<file path="config.mk">
export PLATFORM = sky130hd
export DESIGN_NAME = ysyx_22050078_mc_ctrl_flat
export DESIGN_NICKNAME = d
export VERILOG_FILES = /design/src/rtl/ysyx_22050078_mc_ctrl_if.sv /design/src/rtl/ysyx_22050078_mc_ctrl.sv /design/src/flat_wrapper.sv
export SDC_FILE = /design/constraint.sdc
export NUM_CORES = 1
export LEC_CHECK = 0
export CORE_ASPECT_RATIO = 0.6
export CORE_MARGIN = 2
export CORE_UTILIZATION = 40
export DETAILED_ROUTE_END_ITERATION = 8
export PLACE_DENSITY = 0.83
export REMOVE_ABC_BUFFERS = 1
export SLEW_MARGIN = 30
export SYNTH_ARGS = -nofsm -noshare
export SYNTH_HDL_FRONTEND = slang
export SYNTH_SLANG_ARGS = --single-unit
</file>
<file path="constraint.sdc">
create_clock -name clk -period 2.7 [get_ports clk]
set_input_delay 0.54 -clock clk [delete_from_list [all_inputs] [get_ports clk]]
set_output_delay 0.54 -clock clk [all_outputs]
set_load 0.02 [all_outputs]
</file>
<file path="src/rtl/ysyx_22050078_mc_ctrl_if.sv">
// Fetch and LSU valid/ready handshake bundle between the multi-cycle sequencer
// (master) and the bus ports (slave).
interface ysyx_22050078_mc_ctrl_if #(
   parameter int PC_WIDTH   = 64,
   parameter int INST_WIDTH = 32
);
   logic                  if_req_valid;
   logic                  if_req_ready;
   logic [PC_WIDTH-1:0]   if_req_addr;
   logic                  if_rsp_valid;
   logic [INST_WIDTH-1:0] if_rsp_inst;
   logic                  if_rsp_err;
   logic                  lsu_req_valid;
   logic                  lsu_req_ready;
   logic                  lsu_rsp_valid;
   logic                  lsu_rsp_err;

   modport master (
      output if_req_valid, if_req_addr, lsu_req_valid,
      input  if_req_ready, if_rsp_valid, if_rsp_inst, if_rsp_err,
      input  lsu_req_ready, lsu_rsp_valid, lsu_rsp_err
   );

   modport slave (
      input  if_req_valid, if_req_addr, lsu_req_valid,
      output if_req_ready, if_rsp_valid, if_rsp_inst, if_rsp_err,
      output lsu_req_ready, lsu_rsp_valid, lsu_rsp_err
   );
endinterface

</file>
<file path="src/rtl/ysyx_22050078_mc_ctrl.sv">
// Multi-cycle sequencer for the npc core: owns PC/IR, runs the fetch and LSU
// handshakes, gates the regfile write and flags ebreak halt, bus errors and timeouts.
module ysyx_22050078_mc_ctrl #(
   parameter int                  PC_WIDTH   = 64,
   parameter int                  INST_WIDTH = 32,
   parameter logic [PC_WIDTH-1:0] RESET_PC   = PC_WIDTH'(64'h0000_0000_8000_0000),
   parameter int                  TIMEOUT    = 255,
   parameter int                  CNT_WIDTH  = 64
) (
   input  logic                    clk,
   input  logic                    rst,
   ysyx_22050078_mc_ctrl_if.master bus,
   output logic [PC_WIDTH-1:0]     pc,
   output logic [INST_WIDTH-1:0]   inst,
   input  logic                    exu_is_mem,
   input  logic                    exu_redirect,
   input  logic [PC_WIDTH-1:0]     exu_next_pc,
   input  logic                    exu_rd_wen,
   input  logic [63:0]             a0_value,
   output logic                    rd_wen,
   output logic                    retire,
   output logic                    halted,
   output logic                    halt_good,
   output logic                    error,
   output logic [CNT_WIDTH-1:0]    cycle_cnt,
   output logic [CNT_WIDTH-1:0]    instret_cnt
);
   localparam int                    WAIT_WIDTH = (TIMEOUT < 1) ? 1 : $clog2(TIMEOUT + 1);
   localparam logic [WAIT_WIDTH-1:0] WAIT_LAST  = WAIT_WIDTH'(TIMEOUT);
   localparam logic [INST_WIDTH-1:0] EBREAK     = INST_WIDTH'(32'h0010_0073);

   typedef enum logic [2:0] {
      F_REQ  = 3'd0,
      F_WAIT = 3'd1,
      EXEC   = 3'd2,
      M_REQ  = 3'd3,
      M_WAIT = 3'd4,
      WB     = 3'd5,
      HALT   = 3'd6,
      ERROR  = 3'd7
   } state_t;

   state_t                state_r;
   logic [PC_WIDTH-1:0]   pc_r;
   logic [INST_WIDTH-1:0] inst_r;
   logic [WAIT_WIDTH-1:0] wait_cnt_r;
   logic                  if_req_valid_r;
   logic                  lsu_req_valid_r;
   logic                  halted_r;
   logic                  halt_good_r;
   logic                  error_r;
   logic [CNT_WIDTH-1:0]  cycle_cnt_r;
   logic [CNT_WIDTH-1:0]  instret_cnt_r;
   logic                  misalign_s;
   logic                  rd_wen_s;
   logic                  retire_s;

   // Retire and write-enable decode; the redirect alignment check only matters in WB
   always_comb begin
      misalign_s = 1'b0;
      rd_wen_s   = 1'b0;
      retire_s   = 1'b0;
      case (state_r)
         WB: begin
            misalign_s = exu_redirect && (exu_next_pc[1:0] != 2'b00);
            rd_wen_s   = exu_rd_wen && !misalign_s;
            retire_s   = !misalign_s;
         end
         EXEC: begin
            retire_s = (inst_r == EBREAK);
         end
         default: begin
            retire_s = 1'b0;
         end
      endcase
   end

   // Sequencer state, PC/IR, handshake valids, sticky flags and counters
   always_ff @(posedge clk) begin
      if (rst) begin
         state_r         <= F_REQ;
         pc_r            <= RESET_PC;
         inst_r          <= '0;
         wait_cnt_r      <= '0;
         if_req_valid_r  <= 1'b0;
         lsu_req_valid_r <= 1'b0;
         halted_r        <= 1'b0;
         halt_good_r     <= 1'b0;
         error_r         <= 1'b0;
         cycle_cnt_r     <= '0;
         instret_cnt_r   <= '0;
      end else begin
         if ((state_r != HALT) && (state_r != ERROR)) begin
            cycle_cnt_r <= cycle_cnt_r + CNT_WIDTH'(1);
         end
         if (retire_s) begin
            instret_cnt_r <= instret_cnt_r + CNT_WIDTH'(1);
         end
         case (state_r)
            F_REQ: begin
               // valid comes up one cycle after reset so it is always a registered level
               if (!if_req_valid_r) begin
                  if_req_valid_r <= 1'b1;
               end else if (bus.if_req_ready) begin
                  if_req_valid_r <= 1'b0;
                  wait_cnt_r     <= '0;
                  state_r        <= F_WAIT;
               end
            end
            F_WAIT: begin
               if (bus.if_rsp_valid) begin
                  if (bus.if_rsp_err) begin
                     error_r <= 1'b1;
                     state_r <= ERROR;
                  end else begin
                     inst_r  <= bus.if_rsp_inst;
                     state_r <= EXEC;
                  end
               end else if (wait_cnt_r == WAIT_LAST) begin
                  error_r <= 1'b1;
                  state_r <= ERROR;
               end else begin
                  wait_cnt_r <= wait_cnt_r + WAIT_WIDTH'(1);
               end
            end
            EXEC: begin
               if (inst_r == EBREAK) begin
                  halted_r    <= 1'b1;
                  halt_good_r <= (a0_value == 64'd0);
                  state_r     <= HALT;
               end else if (exu_is_mem) begin
                  lsu_req_valid_r <= 1'b1;
                  state_r         <= M_REQ;
               end else begin
                  state_r <= WB;
               end
            end
            M_REQ: begin
               if (bus.lsu_req_ready) begin
                  lsu_req_valid_r <= 1'b0;
                  wait_cnt_r      <= '0;
                  state_r         <= M_WAIT;
               end
            end
            M_WAIT: begin
               if (bus.lsu_rsp_valid) begin
                  if (bus.lsu_rsp_err) begin
                     error_r <= 1'b1;
                     state_r <= ERROR;
                  end else begin
                     state_r <= WB;
                  end
               end else if (wait_cnt_r == WAIT_LAST) begin
                  error_r <= 1'b1;
                  state_r <= ERROR;
               end else begin
                  wait_cnt_r <= wait_cnt_r + WAIT_WIDTH'(1);
               end
            end
            WB: begin
               if (misalign_s) begin
                  error_r <= 1'b1;
                  state_r <= ERROR;
               end else begin
                  pc_r           <= exu_redirect ? exu_next_pc : (pc_r + PC_WIDTH'(32'd4));
                  if_req_valid_r <= 1'b1;
                  state_r        <= F_REQ;
               end
            end
            HALT: begin
               state_r <= HALT;
            end
            ERROR: begin
               state_r <= ERROR;
            end
            default: begin
               error_r <= 1'b1;
               state_r <= ERROR;
            end
         endcase
      end
   end

   assign bus.if_req_valid  = if_req_valid_r;
   assign bus.if_req_addr   = pc_r;
   assign bus.lsu_req_valid = lsu_req_valid_r;
   assign pc                = pc_r;
   assign inst              = inst_r;
   assign rd_wen            = rd_wen_s;
   assign retire            = retire_s;
   assign halted            = halted_r;
   assign halt_good         = halt_good_r;
   assign error             = error_r;
   assign cycle_cnt         = cycle_cnt_r;
   assign instret_cnt       = instret_cnt_r;
endmodule

</file>
<file path="src/flat_wrapper.sv">
// flat-port wrapper written by rule: the top's interface ports become plain ports
module ysyx_22050078_mc_ctrl_flat 
#(
   parameter int                  PC_WIDTH   = 64,
   parameter int                  INST_WIDTH = 32,
   parameter logic [PC_WIDTH-1:0] RESET_PC   = PC_WIDTH'(64'h0000_0000_8000_0000),
   parameter int                  TIMEOUT    = 255,
   parameter int                  CNT_WIDTH  = 64
)
  (clk, rst, pc, inst, exu_is_mem, exu_redirect, exu_next_pc, exu_rd_wen, a0_value, rd_wen, retire, halted, halt_good, error, cycle_cnt, instret_cnt, bus_if_req_valid, bus_if_req_addr, bus_lsu_req_valid, bus_if_req_ready, bus_if_rsp_valid, bus_if_rsp_inst, bus_if_rsp_err, bus_lsu_req_ready, bus_lsu_rsp_valid, bus_lsu_rsp_err);
  ysyx_22050078_mc_ctrl_if #(.PC_WIDTH(PC_WIDTH), .INST_WIDTH(INST_WIDTH)) bus_i ();
  input  logic clk;
  input  logic rst;
  output logic [PC_WIDTH-1:0] pc;
  output logic [INST_WIDTH-1:0] inst;
  input  logic exu_is_mem;
  input  logic exu_redirect;
  input  logic [PC_WIDTH-1:0] exu_next_pc;
  input  logic exu_rd_wen;
  input  logic [63:0] a0_value;
  output logic rd_wen;
  output logic retire;
  output logic halted;
  output logic halt_good;
  output logic error;
  output logic [CNT_WIDTH-1:0] cycle_cnt;
  output logic [CNT_WIDTH-1:0] instret_cnt;
  output wire logic [$bits(bus_i.if_req_valid)-1:0] bus_if_req_valid;
  output wire logic [$bits(bus_i.if_req_addr)-1:0] bus_if_req_addr;
  output wire logic [$bits(bus_i.lsu_req_valid)-1:0] bus_lsu_req_valid;
  input wire logic [$bits(bus_i.if_req_ready)-1:0] bus_if_req_ready;
  input wire logic [$bits(bus_i.if_rsp_valid)-1:0] bus_if_rsp_valid;
  input wire logic [$bits(bus_i.if_rsp_inst)-1:0] bus_if_rsp_inst;
  input wire logic [$bits(bus_i.if_rsp_err)-1:0] bus_if_rsp_err;
  input wire logic [$bits(bus_i.lsu_req_ready)-1:0] bus_lsu_req_ready;
  input wire logic [$bits(bus_i.lsu_rsp_valid)-1:0] bus_lsu_rsp_valid;
  input wire logic [$bits(bus_i.lsu_rsp_err)-1:0] bus_lsu_rsp_err;
  assign bus_if_req_valid = bus_i.if_req_valid;
  assign bus_if_req_addr = bus_i.if_req_addr;
  assign bus_lsu_req_valid = bus_i.lsu_req_valid;
  assign bus_i.if_req_ready = bus_if_req_ready;
  assign bus_i.if_rsp_valid = bus_if_rsp_valid;
  assign bus_i.if_rsp_inst = bus_if_rsp_inst;
  assign bus_i.if_rsp_err = bus_if_rsp_err;
  assign bus_i.lsu_req_ready = bus_lsu_req_ready;
  assign bus_i.lsu_rsp_valid = bus_lsu_rsp_valid;
  assign bus_i.lsu_rsp_err = bus_lsu_rsp_err;
  ysyx_22050078_mc_ctrl #(.PC_WIDTH(PC_WIDTH), .INST_WIDTH(INST_WIDTH), .RESET_PC(RESET_PC), .TIMEOUT(TIMEOUT), .CNT_WIDTH(CNT_WIDTH)) u_core (.clk(clk), .rst(rst), .bus(bus_i), .pc(pc), .inst(inst), .exu_is_mem(exu_is_mem), .exu_redirect(exu_redirect), .exu_next_pc(exu_next_pc), .exu_rd_wen(exu_rd_wen), .a0_value(a0_value), .rd_wen(rd_wen), .retire(retire), .halted(halted), .halt_good(halt_good), .error(error), .cycle_cnt(cycle_cnt), .instret_cnt(instret_cnt));
endmodule
</file>
==> results.py, run 1 <==
metrics = {
    "status": {
        "status": "completed",
    },
    "synthesis": {
        "yosysWarnings": 0,
        "syn_area_sq_um": 12700,
        "syn_area_per_cell_sq_um": 7.68,
        "ys.flop_type": "dfxtp_1",
        "ys_types": 60,
        "synth_edf_count": 0,
        "ys_seq_area_share_pct": 37.7,
        "synth_top_area_share_pct": 37.7,
        "syn_inst": 1659,
        "async_flop_share_pct": 0,
        "ys_ff_latch": 240,
        "synth_area_leader_cell": "dfxtp_1",
        "synthTopCellsByArea": "dfxtp_1 (38%), nand2_1 (5.7%), a21oi_1 (5.0%)",
    },
    "place": {
        "gp_congestion": 0.954,
        "hpwlAfterDp_um": 36500,
        "post-place-ws_ns": -0.258,
        "port-buffer-count": 465,
        "place_area_sq_um": 17900,
    },
    "global_route": {
        "antenna_found_initial": 3,
        "grt_pass1_wl_um": 75000,
        "track_usage_pct": 27.9,
        "gr-total-overflow": 0,
        "grt_max_degree": 132,
        "grt_pass1_vias": 13690,
    },
    "clock_tree": {
        "clkTransAtPathRegs_ns": 0.07,
        "cts_root_buffer": "clkbuf_16",
        "cts.path.max_buffers": 3,
        "cts_sinks": 240,
        "cts_tree": "yes",
        "clkLatencyLatePin_ns": 0.54,
        "ctsHtreeMaxLevel": 1,
        "numCtsBuffers": 25,
    },
    "worst_setup_path": {
        "start_kind": "flip-flop",
        "crit_type": "flip-flop to primary output",
        "crit_required_ns": 2.16,
        "arrival_ns": 2.02,
        "worstSetupEndpointType": "primary output",
        "worst-path-max-fanout": 3,
    },
    "layout": {
        "area_delta_synth_final_pct": 47.5,
        "drive_above_1_share_pct": 8.49,
        "nets": 2277,
        "final_area_sq_um": 18800,
    },
    "drt": {
        "met1_length_um": 19900,
        "drc": 0,
        "first_pass_iters": 5,
        "wl_per_cell_um": 19.1,
        "drt-total-wl_um": 48500,
        "via_per_inst": 5.81,
        "wl_met2_um": 22000,
        "postRouteAntennaNets": 0,
        "vias": 14746,
        "top_layer": "met4",
        "wl_met3_um": 4700,
        "drtIter0Drc": 1623,
    },
    "power_and_ir_drop": {
        "p_leak_uw": 0.00622,
        "power_density_nw_per_um2": 487,
        "ir_drop_mv": 0.384,
        "power.total_uw": 9150,
    },
    "sta": {
        "slew_headroom_pct": 58.3,
        "fin_crit_ns": 2.56,
        "fmax_mhz": 391,
        "fin_skew_ns": 0.0211,
        "rsz0062_at_grt": "true",
        "slew_violations": 0,
        "worst-slew-pin-transition_ns": 0.625,
        "layout_setup_ws_ns": 0.142,
        "finalSetupViolations": 0,
        "setup_tns_ns": 0,
        "finalCritPeriodShare_pct": 94.7,
        "timing.hold.ws_ns": 0.374,
        "hold_viol_final": 0,
    },
    "floorplan": {
        "start_util_pct": 40.7,
        "dieHeight_um": 142,
        "core_area_sq_um": 31300,
        "die_w_um": 234,
        "ios": 466,
        "die_area_sq_um": 33300,
        "placementRows": 50,
    },
    "run": {
        "cap_violations": 0,
    },
    "worst_hold_path": {
        "hold_class": "primary input to flip-flop",
    },
}
## layout make-up
cell class                      instances  area, sq um
Antenna cell                            3         7.51
Clock buffer                           32          682
Clock inverter                         14          146
Fill cell                            2737        12500
Inverter                               32          120
Multi-Input combinational cell       1234         7060
Sequential cell                       240         4810
Tap cell                              416          520
Timing Repair Buffer                  569         5450
## per-layer routing
layer | GRT usage [%] | vias up
met4 | 9.50 | 0
li1 | - | 6853
met2 | 45.4 | 853
met5 | 0 | -
met3 | 5.33 | 119
met1 | 37.3 | 6921
## path summary, 6_finish.rpt
kind | end | from | slack [ns] | cells past startpoint
worst max register to register | u_core.instret_cnt[35] | u_core.inst[24] | 0.16 | 8
worst max-delay path | retire | u_core.inst[24] | 0.14 | 5
worst min-delay path | u_core.cycle_cnt[60] | rst | 0.37 | 2
worst min register to register | u_core.inst[29] | u_core.inst[29] | 0.47 | 2
## power breakdown
| part | total (uW) | internal, uW | leakage (uW) | switching (uW) |
|---|---|---|---|---|
| registers | 3840 | 3670 | 0.00194 | 172 |
| logic | 1750 | 826 | 0.00388 | 928 |
| clock network | 3550 | 2000 | 0.000400 | 1550 |
| total | 9150 | 6500 | 0.00622 | 2650 |
## critical path, cell delays in order, from the launching register on
cell and delay, ns:
dfxtp_1 0.33, nor4_2 0.30, nand4_1 0.19, o31a_1 0.34, inv_1 0.13, buf_2 0.19
## cells in the final DEF, fill, tap and decap left out, types with 16 or more instances in the layout
| cell type | count |
|---|---|
| a31oi_1 | 16 |
| nand2_1 | 193 |
| o21ai_0 | 69 |
| clkdlybuf4s50_1 | 461 |
| xor2_1 | 37 |
| nor4_1 | 72 |
| buf_4 | 102 |
| and3_1 | 44 |
| dfxtp_1 | 238 |
| nand4_1 | 80 |
| xnor2_1 | 55 |
| nor3_1 | 48 |
| clkbuf_16 | 25 |
| or3_1 | 37 |
| inv_1 | 31 |
| nand3_1 | 97 |
| nor2_1 | 162 |
| a21oi_1 | 127 |
## synth_stat cells, types with 16 or more instances
cell,count
nand3_1,97
dfxtp_1,240
xnor2_1,55
nor3_1,49
buf_4,64
inv_1,31
a21oi_1,127
nand2_1,193
and3_1,44
nor2_1,162
o21ai_0,70
nor4_1,75
a31oi_1,16
clkbuf_1,83
xor2_1,37
nand4_1,80
or3_1,37
## repair_timing
action | in CTS | in global routing
hold endpoints to repair | 0 | 0
pin swaps | 2 | 6
setup endpoints to repair | 2 | 10
resized for setup | 6 | 10
buffers inserted | 2 | 0
hold buffers | 0 | 0
## stage by stage
step	cells	util [%]
floorplan	1506	-
global placement	2489	57.2
detailed placement	2489	57.2
CTS	2537	60.0
global route	2540	60.1
finish	2540	60.1
## flip-flops by register name (all words and copies together) (netlist names), 3 cells and up
name,count
u_core.bus.if_req_addr,64
u_core.cycle_cnt,64
u_core.inst,32
u_core.instret_cnt,64
u_core.state_r,3
u_core.wait_cnt_r,8
## cell families (layout without fill, tap and decap cells)
logic type	Yosys count	in the layout	share of synthesized area, %
buffers and inverters	185	647	7.36
XOR/XNOR	92	92	6.32
flip-flops	240	240	37.7
other	0	3	0
multiplexers	14	14	1.10
AO/OA/AOI/OAI	309	309	14.6
adder cells (fa/ha/maj)	4	4	0.393
AND/OR/NAND/NOR	815	815	32.5
No activity file was read; power rests on OpenSTA's default activity.
==> run 2, diff against run 1 <==
- CORE_MARGIN: 2 -> 5
==> run 2 against run 1 <==
Count of clock-buffer cells in the layout grew 3. Die area rose by 6.9%. Maximum frequency shrank 5.0%. Sequential share of layout area shrank 0.38 points. First-iteration DRC count is 5.3% lower. Clock skew is 0.0082 ns lower. Critical path depth rose by 3. Combinational power is 3% higher. Highest routed layer unchanged. Routed wire length grew 2.7%. Sequential cell count unchanged.
==> results.py, run 2 (synthesis gave the netlist of run 1 again) <==
metrics = {
    "drt": {
        "drc": 0,
        "drtIter0Drc": 1537,
        "via_per_inst": 5.74,
        "wl_per_cell_um": 19.4,
        "first_pass_iters": 6,
        "postRouteAntennaNets": 0,
        "vias": 14743,
        "drt-total-wl_um": 49800,
    },
    "global_route": {
        "grt_pass1_wl_um": 76600,
        "antenna_found_initial": 2,
        "track_usage_pct": 26.2,
        "gr-total-overflow": 0,
        "grt_pass1_vias": 13878,
        "grt_max_degree": 153,
    },
    "status": {
        "status": "completed",
    },
    "worst_setup_path": {
        "worstSetupEndpointType": "flip-flop",
        "rr_startpoint": "u_core.inst[8]",
        "reg2reg_slack_ns": 0.006,
        "crit_required_ns": 3.16,
        "path_depth": 8,
        "endpoint": "u_core.instret_cnt[53]",
        "arrival_ns": 3.15,
        "crit_type": "flip-flop to flip-flop",
        "worst_r2r_path_depth": 8,
        "crit_path_cell_trace": "nor4_1 -> nand4_1 -> o31a_1 -> buf_6 -> buf_4 -> or3_4 -> or3_1 -> a21oi_2",
        "crit_buf_inv": 2,
        "slowest_stage": "o31a_1",
        "crit_start": "u_core.inst[8]",
        "start_kind": "flip-flop",
        "r2r-end": "u_core.instret_cnt[53]",
        "crit_family": "simple AND/OR/NAND/NOR gates",
        "worst-path-max-fanout": 17,
        "cpPeakStageDelay_ns": 0.43,
    },
    "sta": {
        "finalCritPeriodShare_pct": 99.8,
        "fin_crit_ns": 2.69,
        "fmax_mhz": 371,
        "hold_viol_final": 0,
        "finalSetupViolations": 0,
        "slew_headroom_pct": 48.2,
        "fin_skew_ns": 0.0128,
        "slew_violations": 0,
        "timing.hold.ws_ns": 0.441,
        "worst-slew-pin-transition_ns": 0.777,
        "rsz0062_at_grt": "true",
    },
    "clock_tree": {
        "cts.path.max_buffers": 3,
        "cts_root_buffer": "clkbuf_16",
        "cts_tree": "yes",
        "cts_sinks": 240,
        "numCtsBuffers": 24,
        "cts.hold.buffers_added": 0,
        "ctsHtreeMaxLevel": 1,
        "clkLatencyLatePin_ns": 0.54,
        "clkTransAtPathRegs_ns": 0.06,
    },
    "power_and_ir_drop": {
        "ir_drop_mv": 0.395,
        "power.total_uw": 9210,
        "power_density_nw_per_um2": 482,
        "p_leak_uw": 0.00640,
    },
    "floorplan": {
        "placementRows": 50,
        "die_w_um": 240,
        "dieHeight_um": 148,
        "start_util_pct": 40.7,
        "core_area_sq_um": 31300,
        "die_area_sq_um": 35600,
        "ios": 466,
    },
    "run": {
        "cap_violations": 0,
    },
    "worst_hold_path": {
        "hold_class": "primary input to flip-flop",
    },
    "place": {
        "gp_congestion": 0.945,
        "port-buffer-count": 465,
        "post-place-cells": 2518,
        "hpwlAfterDp_um": 37700,
    },
    "layout": {
        "drive_above_1_share_pct": 10.3,
        "nets": 2306,
        "final_cell_mix": "clkdlybuf4s50_1 (461), dfxtp_1 (234), nand2_1 (193)",
        "mostFrequentLayoutCell": "clkdlybuf4s50_1",
        "fin_cells": 2567,
        "area_delta_synth_final_pct": 49.9,
    },
}
[run 2: cell count changes in the layout (fill, tap and decap cells not counted), sizes merged]
cell      previous run  this run
clkbuf              32        35
diode                3         2
bufinv               2         3
inv                 33        31
buf                107       137
clkinvlp             3         0
clkinv               8         7
[run 2: worst min-delay path, cell delays in order]
cell	delay, ns
buf_6	0.11
nor2_1	0.09
nand2_1	0.08
o221ai_1	0.09
[run 2: repair_timing]
| action | in CTS | in global routing |
|---|---|---|
| setup endpoints to repair | 10 | 11 |
| resized for setup | 12 | 26 |
| setup buffers | 1 | 2 |
| pin swaps | 4 | 11 |
[run 2: area by class of cell]
class | instances | area (sq um)
Antenna cell | 2 | 5.00
Clock buffer | 35 | 703
Clock inverter | 9 | 120
Fill cell | 2695 | 12200
Inverter | 32 | 120
Multi-Input combinational cell | 1234 | 7120
Sequential cell | 240 | 4810
Tap cell | 416 | 520
Timing Repair Buffer | 599 | 5690
[run 2: through the flow]
| step | area, sq um | util, % | setup TNS [ns] | worst slack (ns) |
|---|---|---|---|---|
| 2_1_floorplan | 11900 | - | -29.87 | -0.821 |
| 3_3_place_gp | 18100 | 57.9 | -4.39 | -0.331 |
| 3_5_place_dp | 18100 | 57.9 | -8.95 | -0.429 |
| 4_1_cts | 19000 | 60.7 | 0 | 0.00469 |
| 5_1_grt | 19100 | 61.1 | -0.0757 | -0.0343 |
| 6_report | 19100 | 61.1 | 0 | 0.00647 |
[run 2: worst min-delay path by stage]
stage / from / endpoint / depth (start not counted)
floorplan: u_core.wait_cnt_r[5] / u_core.wait_cnt_r[5] / 2
detailed placement: u_core.inst[28] / u_core.inst[28] / 2
CTS: rst / u_core.bus.if_req_addr[50] / 4
global route: rst / u_core.bus.if_req_addr[50] / 4
finish: rst / u_core.bus.if_req_addr[50] / 4
global placement: u_core.halted / u_core.halted / 2
[run 2: where the power goes]
group,internal (uW),total [uW],switching [uW]
combinational,860,1800,943
sequential,3670,3840,166
clock,2090,3570,1480
[run 2: per-layer routing]
metal	global-route usage (%)	part of all wire [%]	up-vias
met4	7.26	2.9	0
met2	43.5	47	829
met5	0	0	-
met1	34.3	40	6926
met3	6.02	10	90
li1	-	-	6898
==> run 3, diff against run 2 <==
- ABC_AREA: default -> 0
- PLACE_DENSITY: 0.83 -> 0.74
==> run 3 against run 2 <==
Clock skew grew 0.0086 ns. Power increased by 0.99%. Combinational power barely moved. Worst setup slack improved by 0.090 ns. Cell count fell by 0.74%. Sequential share of layout area increased by 0.18 points. Core utilization is 0.47 points lower. Worst hold slack got worse by 0.13 ns. Non-clock buffer count is 23 lower. Register-to-register slack improved by 0.09 ns. Count of clock-buffer cells in the layout is 3 lower.
==> results.py, run 3 (synthesis gave the netlist of run 1 again) <==
metrics = {
    "worst_setup_path": {
        "crit_type": "flip-flop to flip-flop",
        "arrival_ns": 3.02,
        "reg2reg_slack_ns": 0.1,
        "crit_top_cell": "nand4_1",
        "crit_family": "simple AND/OR/NAND/NOR gates",
        "cpPeakStageDelay_ns": 0.64,
        "crit_path_cell_trace": "and4_1 -> nand4_1 -> nor4_1 -> buf_4 -> nand4_1 -> a211o_1",
        "worst-path-max-fanout": 7,
        "crit_required_ns": 3.12,
        "start_kind": "flip-flop",
        "slowest_stage": "nor4_1",
        "worstSetupEndpointType": "flip-flop",
        "crit_buf_inv": 1,
    },
    "drt": {
        "first_pass_iters": 6,
        "vias": 14489,
        "drc": 0,
        "wl_per_cell_um": 19.4,
        "wl_met2_um": 22800,
        "top_layer": "met4",
        "via_per_inst": 5.69,
        "drt-total-wl_um": 49500,
        "drtIter0Drc": 1573,
        "met1_length_um": 21100,
        "wl_met3_um": 4490,
        "postRouteAntennaNets": 0,
    },
    "place": {
        "hpwlAfterDp_um": 37500,
        "port-buffer-count": 465,
        "post-place-cells": 2497,
        "gp_congestion": 0.918,
        "post-place-ws_ns": -0.263,
        "place_area_sq_um": 18000,
    },
    "clock_tree": {
        "cts.hold.buffers_added": 0,
        "cts_sinks": 240,
        "clkTransAtPathRegs_ns": 0.07,
        "numCtsBuffers": 25,
        "cts_tree": "yes",
        "clkLatencyLatePin_ns": 0.54,
        "cts_root_buffer": "clkbuf_16",
        "ctsHtreeMaxLevel": 1,
        "cts.path.max_buffers": 3,
    },
    "floorplan": {
        "start_util_pct": 40.7,
        "dieHeight_um": 148,
        "die_area_sq_um": 35600,
        "ios": 466,
        "placementRows": 50,
        "core_area_sq_um": 31300,
        "die_w_um": 240,
    },
    "layout": {
        "drive_above_1_share_pct": 9.12,
        "fillCellCount": 2756,
        "area_delta_synth_final_pct": 48.7,
        "multi_input_area_sq_um": 7110,
        "mostFrequentLayoutCell": "clkdlybuf4s50_1",
        "final_cell_mix": "clkdlybuf4s50_1 (461), dfxtp_1 (236), nand2_1 (193)",
        "final_area_sq_um": 19000,
        "fin_cells": 2548,
        "register_area_sq_um": 4810,
        "nets": 2284,
    },
    "power_and_ir_drop": {
        "p_leak_uw": 0.00630,
        "power_density_nw_per_um2": 491,
        "ir_drop_mv": 0.365,
        "power.total_uw": 9300,
    },
    "sta": {
        "worst-slew-pin-transition_ns": 0.753,
        "slew_violations": 0,
        "fin_crit_ns": 2.60,
        "finalCritPeriodShare_pct": 96.4,
        "finalSetupViolations": 0,
        "slew_headroom_pct": 49.8,
        "hold_viol_final": 0,
        "timing.hold.ws_ns": 0.313,
        "fmax_mhz": 384,
        "fin_skew_ns": 0.0215,
        "rsz0062_at_grt": "false",
        "layout_setup_ws_ns": 0.0962,
    },
    "global_route": {
        "grt_pass1_vias": 13529,
        "antenna_found_initial": 5,
        "grt_pass1_wl_um": 75400,
        "track_usage_pct": 25.8,
        "gr-total-overflow": 0,
        "grt_max_degree": 158,
    },
    "run": {
        "cap_violations": 0,
    },
    "status": {
        "status": "completed",
    },
    "worst_hold_path": {
        "hold_class": "primary input to flip-flop",
    },
}
run 3: what timing repair did:
action / 4_1_cts / 5_1_grt
pin swaps: 3 / 8
hold endpoints to repair: 0 / 0
endpoints found under the setup margin: 2 / 21
resized for setup: 11 / 16
buffers inserted: 1 / 0
cloned: 0 / 0
run 3: final cells by class:
class	count	share of cell area [%]
Antenna cell	5	0.0660
Clock buffer	32	3.70
Clock inverter	13	0.885
Inverter	32	0.634
Multi-Input combinational cell	1234	37.5
Sequential cell	240	25.4
Tap cell	416	2.75
Timing Repair Buffer	576	29.1
run 3: worst register-to-register path, stage by stage (launching register included):
cell	delay, ns
dfxtp_1	0.49
and4_1	0.33
nand4_1	0.36
nor4_1	0.64
buf_4	0.22
nand4_1	0.12
a211o_1	0.32
run 3: routing by layer:
metal  vias up  track usage (%)
met2       735             41.6
met5         -                0
met3        90             5.10
met1      6790             35.6
li1       6874                -
met4         0             7.00
run 3: stage by stage:
step                utilization (%)  TNS [ns]
global route                   60.6         0
finish                         60.6         0
floorplan                         -    -29.87
CTS                            60.3         0
global placement               57.4     -2.39
detailed placement             57.4     -3.40
run 3: path summary, 6_finish.rpt:
check,to,cells after the start,startpoint
max,u_core.bus.if_req_addr[61],6,u_core.bus.if_req_addr[7]
min,u_core.bus.if_req_addr[53],2,rst
max reg2reg,u_core.bus.if_req_addr[61],6,u_core.bus.if_req_addr[7]
min reg2reg,u_core.inst[20],2,u_core.inst[20]
run 3: where the power goes:
group / total, uW / internal (uW) / switching [uW]
combinational: 1780 / 841 / 938
sequential: 3840 / 3670 / 166
clock: 3690 / 2140 / 1550
total: 9300 / 6650 / 2650
